[src/rtl/bomb_place_arbiter.sv]
// Bomb placement arbiter: captures place requests from two players, arbitrates
// round-robin, validates the target cell and the player's bomb budget, issues a
// single-cell write into the bomb map and tracks in-flight bombs with fuse
// counters that advance on the bomb tick. Index 0 is player A, index 1 is B.
module bomb_place_arbiter #(
  parameter int MAP_DIM    = 10,
  parameter int MAX_BOMBS  = 2,
  parameter int FUSE_TICKS = 3
) (
  input  logic       clk,
  input  logic       rst,
  input  logic       tick,
  input  logic       reqA,
  input  logic [3:0] xA,
  input  logic [3:0] yA,
  input  logic       reqB,
  input  logic [3:0] xB,
  input  logic [3:0] yB,
  output logic [3:0] rd_x,
  output logic [3:0] rd_y,
  input  logic [1:0] rd_state,
  output logic       wr_en,
  output logic [3:0] wr_x,
  output logic [3:0] wr_y,
  output logic       ackA,
  output logic       nackA,
  output logic       ackB,
  output logic       nackB,
  output logic [1:0] bombsA,
  output logic [1:0] bombsB
);

  typedef enum logic [2:0] {IDLE, CHECK, WRITE, RESP_ACK, RESP_NACK} state_e;

  state_e                        state_q, state_d;
  logic [1:0]                    pend_q, pend_d;       // per-player pending request
  logic [1:0][3:0]               px_q, px_d, py_q, py_d; // captured coordinates
  logic                          sel_q, sel_d;         // player being served
  logic [3:0]                    sx_q, sx_d, sy_q, sy_d; // coordinates being served
  logic                          rr_q, rr_d;           // round-robin: 0 favours A
  logic [1:0][MAX_BOMBS-1:0][1:0] fuse_q, fuse_d;      // 0 means slot free
  logic [1:0][1:0]               cnt_q, cnt_d;         // in-flight bombs per player

  logic [1:0]      req;
  logic [1:0][3:0] xin, yin;
  logic            reject;

  assign req = {reqB, reqA};
  assign xin = {xB, xA};
  assign yin = {yB, yA};

  // A request is refused for an off-map cell, an occupied cell or an exhausted
  // budget; the budget uses the pre-edge count so a same-edge release cannot help.
  assign reject = (int'(sx_q) >= MAP_DIM) || (int'(sy_q) >= MAP_DIM) ||
                  (rd_state != 2'd0) || (int'(cnt_q[sel_q]) >= MAX_BOMBS);

  // Request capture: latch coordinates on a new request, clear once responded.
  always_comb begin
    // NOTE: every combinational output gets a default first so no path leaves it
    // unassigned, which would otherwise infer a latch.
    pend_d = pend_q;
    px_d   = px_q;
    py_d   = py_q;
    for (int p = 0; p < 2; p++) begin
      if ((state_q == RESP_ACK || state_q == RESP_NACK) && (int'(sel_q) == p)) begin
        pend_d[p] = 1'b0;
      end else if (req[p] && !pend_q[p]) begin
        pend_d[p] = 1'b1;
        px_d[p]   = xin[p];
        py_d[p]   = yin[p];
      end
    end
  end

  // FSM next-state: select, check, write, respond.
  always_comb begin
    state_d = state_q;
    sel_d   = sel_q;
    sx_d    = sx_q;
    sy_d    = sy_q;
    rr_d    = rr_q;
    unique case (state_q)
      IDLE: begin
        if (pend_q != 2'b00) begin
          sel_d   = (pend_q == 2'b11) ? rr_q : pend_q[1];
          sx_d    = px_q[sel_d];
          sy_d    = py_q[sel_d];
          state_d = CHECK;
        end
      end
      CHECK:     state_d = reject ? RESP_NACK : WRITE;
      WRITE:     state_d = RESP_ACK;
      RESP_ACK,
      RESP_NACK: begin
        rr_d    = ~sel_q;
        state_d = IDLE;
      end
      default:   state_d = IDLE;
    endcase
  end

  // Fuse slots: decrement on tick, release at zero, load a free slot on WRITE exit.
  always_comb begin
    logic [1:0] rel;
    logic       load;
    fuse_d = fuse_q;
    cnt_d  = cnt_q;
    for (int p = 0; p < 2; p++) begin
      rel  = 2'd0;
      load = 1'b0;
      for (int s = 0; s < MAX_BOMBS; s++) begin
        if (tick && fuse_q[p][s] != 2'd0) begin
          fuse_d[p][s] = fuse_q[p][s] - 2'd1;
          if (fuse_q[p][s] == 2'd1) rel = rel + 2'd1;
        end
      end
      // A freshly loaded slot overrides any tick decrement on the same edge.
      if (state_q == WRITE && int'(sel_q) == p) begin
        for (int s = 0; s < MAX_BOMBS; s++) begin
          if (!load && fuse_q[p][s] == 2'd0) begin
            fuse_d[p][s] = 2'(FUSE_TICKS);
            load         = 1'b1;
          end
        end
      end
      cnt_d[p] = cnt_q[p] - rel + {1'b0, load};
    end
  end

  // State registers with asynchronous reset.
  always_ff @(posedge clk or posedge rst) begin
    if (rst) begin
      state_q <= IDLE;
      pend_q  <= '0;
      px_q    <= '0;
      py_q    <= '0;
      sel_q   <= 1'b0;
      sx_q    <= '0;
      sy_q    <= '0;
      rr_q    <= 1'b0;
      // NOTE: the fuse array is tiny and its zero value means "slot free", so
      // unlike a bulk memory it must be reset.
      fuse_q  <= '0;
      cnt_q   <= '0;
    end else begin
      // NOTE: non-blocking assignments so every register samples pre-edge values.
      state_q <= state_d;
      pend_q  <= pend_d;
      px_q    <= px_d;
      py_q    <= py_d;
      sel_q   <= sel_d;
      sx_q    <= sx_d;
      sy_q    <= sy_d;
      rr_q    <= rr_d;
      fuse_q  <= fuse_d;
      cnt_q   <= cnt_d;
    end
  end

  // Outputs decoded from the current state; all zero outside their state.
  assign rd_x   = (state_q == CHECK) ? sx_q : 4'd0;
  assign rd_y   = (state_q == CHECK) ? sy_q : 4'd0;
  assign wr_en  = (state_q == WRITE);
  assign wr_x   = (state_q == WRITE) ? sx_q : 4'd0;
  assign wr_y   = (state_q == WRITE) ? sy_q : 4'd0;
  assign ackA   = (state_q == RESP_ACK)  && !sel_q;
  assign ackB   = (state_q == RESP_ACK)  &&  sel_q;
  assign nackA  = (state_q == RESP_NACK) && !sel_q;
  assign nackB  = (state_q == RESP_NACK) &&  sel_q;
  assign bombsA = cnt_q[0];
  assign bombsB = cnt_q[1];

endmodule

[config.mk]
export PLATFORM = sky130hd
export DESIGN_NAME = bomb_place_arbiter
export DESIGN_NICKNAME = d
export VERILOG_FILES = /design/src/rtl/bomb_place_arbiter.sv
export SDC_FILE = /design/constraint.sdc
export NUM_CORES = 1
export LEC_CHECK = 0
export BUFFER_PORTS_ARGS = -buffer_cell sky130_fd_sc_hd__buf_4
export CAP_MARGIN = 20
export CORE_ASPECT_RATIO = 1.4
export CORE_MARGIN = 2
export CORE_UTILIZATION = 59
export DETAILED_ROUTE_END_ITERATION = 8
export PLACE_DENSITY = 0.85
export RECOVER_POWER = 100
export SLEW_MARGIN = 20
export SYNTH_ARGS = -nofsm -noshare
export SYNTH_HDL_FRONTEND = slang
export SYNTH_SLANG_ARGS = --single-unit
export TNS_END_PERCENT = 30
[constraint.sdc]
create_clock -name clk -period 6 [get_ports clk]
set_clock_uncertainty 0.2 [all_clocks]
set_input_delay 1.2 -clock clk [delete_from_list [all_inputs] [get_ports clk]]
set_output_delay 1.2 -clock clk [all_outputs]
set_load 0.005 [all_outputs]
==> metrics.cfg <==
[synthesis]
synthDominantAreaCellType=sky130_fd_sc_hd__dfrtp_1
yosysTopAreaCellShare_pct=45.6
synth.yosys.seq_area_share_pct=45.6
cells_after_synth=216
yosysUniqueCellTypes=36
average_footprint_of_a_synthesized_cell_sq_um=10.9
syn_nets=253
synth.ff_latch_count=43
synth_warnings=0
synth_area_sq_um=2360
synthTopCellsByArea=sky130_fd_sc_hd__dfrtp_1, sky130_fd_sc_hd__mux2_2, sky130_fd_sc_hd__ha_1

[layout]
layout-area-overhead-vs-synth_pct=19.3
fraction_of_layout_instances_using_a_drive_strength_above_1_pct=28.5
n_antenna_cell=0
stdcell_area_sq_um=2810
final_core_util_pct=72.4
fin_cells=306
finalNetCount=299

[critical_path]
endpoint_kind=flip-flop
regToRegEndpoint=py_q[6]$_DFFE_PP0P_
timing.critical_path.required_ns=6.03
timing.critical_path.from_type=input pin
r2r_cell_count=3
critPathArrivalTime_ns=3.39
launch_point_of_the_worst_reg_to_reg_path=state_q[1]$_DFFE_PP0P_
worstSetupPathType=in -> reg
timing.critical_path.fanout_max=7
timing.reg2reg.setup_slack_ns=2.86

[sta]
finalSetupTns_ns=0
hold_slack_ns=0.314
timing_hold_violations_final=0
max_freq_mhz=298
worst_pin_slew_ns=2.25
slew_headroom_pct=-49.9
unrepaired_setup_endpoints_after_global_routing=no
setup-violations-final=0
finalMaxSlewViolations=62
post-route-worst-setup-slack_ns=2.64
final_cycle_share_pct=56.0
post-route-min-period_ns=3.36

[cts]
tritoncts=yes
clock_latency_ns=0.30
cts_sinks=43
ctsLongestPathBuffers=2
post-cts-setup-buffers=0
postCtsResizedCells=0
cts.reportedPaths.clkPinSlew_ns=0.09
tritoncts.num_buffers=5
htree_levels=2
hold_buf_cts=0
ctsRootBufferMaster=sky130_fd_sc_hd__clkbuf_8

[placement]
port_buffers=47
place_congestion=0.754
place_worst_setup_slack_ns=2.50
placed_cells=298
detailed_placement_hpwl_mm=3.46
detailed_place.area_sq_um=2720

[routing]
ant_nets=0
wl_mm=4.59
count_of_vias_placed_by_the_detailed_router=1749
dr.first_iter.drc_count=53
wl_cell_um=15.0
drc_errors=0
dr.pass1.iters=4
drt-vias-per-instance=5.72

[worst_hold_path]
hold_path.class=reg -> reg
worstHoldStart=rr_q$_DFFE_PP0N_
hold_path_depth=1
holdPathEnd=rr_q$_DFFE_PP0N_

[global_routing]
grt_pass1_vias=1761
globalRouteOverflowTotal=0
grt_antenna_before_repair=0
grt_util_all_layers_pct=22.8
wire_length_of_the_first_global_routing_pass_mm=7.99
pin_count_of_the_biggest_net_entering_global_routing=44

[floorplanning]
die_height_um=78.8
floorplan.io_pins=48
die_w_um=57.4
dieArea_sq_um=4530
start_util_pct=60.7
floorplan.core_area_sq_um=3880
placementRows=27

[pwr]
power.density_cell_area_nw_per_um2=515
irDropWorstVdd_mv=0.326
power.total_mw=1.45
p_leak_nw=1.32

[job]
drv_cap=3

[status]
failing_checks=max-capacitance violations, max-slew violations
outcome=finished with violations

## report_power, final
part / total (mW) / switching [mW] / internal, mW
Sequential: 0.573 / 0.132 / 0.440
Combinational: 0.607 / 0.290 / 0.317
Clock: 0.269 / 0.103 / 0.166
## worst max path at each step
stage	start	to	slack (ns)
2_1_floorplan	tick	bombsA[1]$_DFF_PP0_	2.77
3_3_place_gp	tick	bombsA[1]$_DFF_PP0_	2.58
3_5_place_dp	tick	bombsA[1]$_DFF_PP0_	2.50
4_1_cts	state_q[1]$_DFFE_PP0P_	rd_x[3]	2.67
5_1_grt	rst	rr_q$_DFFE_PP0N_	2.36
6_report	tick	bombsA[1]$_DFF_PP0_	2.64
## metal layers
metal / up-vias / global-route usage (%) / share of wire (%)
met5: - / 0 / 0
met1: 838 / 28.5 / 42
met2: 40 / 37.6 / 51
met4: 0 / 10.7 / 2.6
met3: 7 / 4.40 / 4.1
li1: 864 / - / -
## synthesized netlist by cell type
master and count:
sky130_fd_sc_hd__clkbuf_1 5, sky130_fd_sc_hd__o21ai_0 16, sky130_fd_sc_hd__mux2_2 17, sky130_fd_sc_hd__nand4_1 1, sky130_fd_sc_hd__and4bb_2 3, sky130_fd_sc_hd__xnor2_1 3
sky130_fd_sc_hd__nand2_1 4, sky130_fd_sc_hd__o21a_1 1, sky130_fd_sc_hd__a21oi_1 16, sky130_fd_sc_hd__xor2_1 4, sky130_fd_sc_hd__buf_6 2, sky130_fd_sc_hd__nor3b_1 1
sky130_fd_sc_hd__and3_1 8, sky130_fd_sc_hd__mux2i_1 3, sky130_fd_sc_hd__a311oi_1 2, sky130_fd_sc_hd__and4b_1 1, sky130_fd_sc_hd__o21bai_1 1, sky130_fd_sc_hd__nor4b_2 1
sky130_fd_sc_hd__a31oi_1 8, sky130_fd_sc_hd__a211oi_1 3, sky130_fd_sc_hd__a22o_1 2, sky130_fd_sc_hd__dfrtp_1 43, sky130_fd_sc_hd__nor4b_4 2, sky130_fd_sc_hd__nor2_1 4
sky130_fd_sc_hd__buf_2 2, sky130_fd_sc_hd__nor2b_1 5, sky130_fd_sc_hd__nor3_2 1, sky130_fd_sc_hd__inv_1 16, sky130_fd_sc_hd__and2_1 13, sky130_fd_sc_hd__ha_1 14
sky130_fd_sc_hd__nand2b_1 1, sky130_fd_sc_hd__nand3b_1 9, sky130_fd_sc_hd__a31o_2 1, sky130_fd_sc_hd__o22ai_1 1, sky130_fd_sc_hd__nor4b_1 1, sky130_fd_sc_hd__or2_2 1
## registers in the layout, summed over array words and instances, names as in the netlist
signal / flops
bombsA: 2
sel_q: 1
bombsB: 2
px_q: 8
state_q: 3
pend_q: 2
rr_q: 1
py_q: 8
fuse_q: 8
sx_q: 4
sy_q: 4
## placed cells by master (no fill, tap or decap), types with 4 or more instances in the layout
cell type,n
sky130_fd_sc_hd__xor2_1,4
sky130_fd_sc_hd__nand3b_1,9
sky130_fd_sc_hd__clkbuf_4,16
sky130_fd_sc_hd__o21ai_0,16
sky130_fd_sc_hd__a31oi_1,8
sky130_fd_sc_hd__nor4b_1,4
sky130_fd_sc_hd__mux2_2,17
sky130_fd_sc_hd__ha_1,14
sky130_fd_sc_hd__nand2_1,4
sky130_fd_sc_hd__nor2_1,4
sky130_fd_sc_hd__a21oi_1,16
sky130_fd_sc_hd__clkbuf_8,5
sky130_fd_sc_hd__dfrtp_1,43
sky130_fd_sc_hd__and2_0,13
sky130_fd_sc_hd__inv_1,16
sky130_fd_sc_hd__and3_1,8
sky130_fd_sc_hd__nor2b_1,5
sky130_fd_sc_hd__buf_4,30
## cell families after synthesis
family,Yosys count,synth area share (%)
AOI/OAI and AO/OA,51,12.6
xor gates and xnor gates,7,2.60
adders and majority gates,14,7.43
buffers and inverters,25,4.72
DFF,43,45.6
muxes,20,9.39
and+or+nand+nor,56,17.6
## area by class of cell
cell class                      count  area (sq um)
Clock buffer                        5          68.8
Clock inverter                      3          67.6
Fill cell                         291          1070
Inverter                           16          60.1
Multi-Input combinational cell    148          1130
Sequential cell                    43          1080
Tap cell                           43          53.8
Timing Repair Buffer               48           353
## critical path, cell delays in order
cell and delay, ns:
sky130_fd_sc_hd__clkbuf_1 0.24, sky130_fd_sc_hd__nor2b_1 0.33, sky130_fd_sc_hd__and2_0 0.21, sky130_fd_sc_hd__ha_1 0.24, sky130_fd_sc_hd__a22o_1 0.21, sky130_fd_sc_hd__ha_1 0.28
sky130_fd_sc_hd__inv_1 0.05, sky130_fd_sc_hd__ha_1 0.14, sky130_fd_sc_hd__xor2_1 0.17, sky130_fd_sc_hd__xnor2_1 0.15, sky130_fd_sc_hd__xor2_1 0.16
No activity file was read; power rests on OpenSTA's default activity.
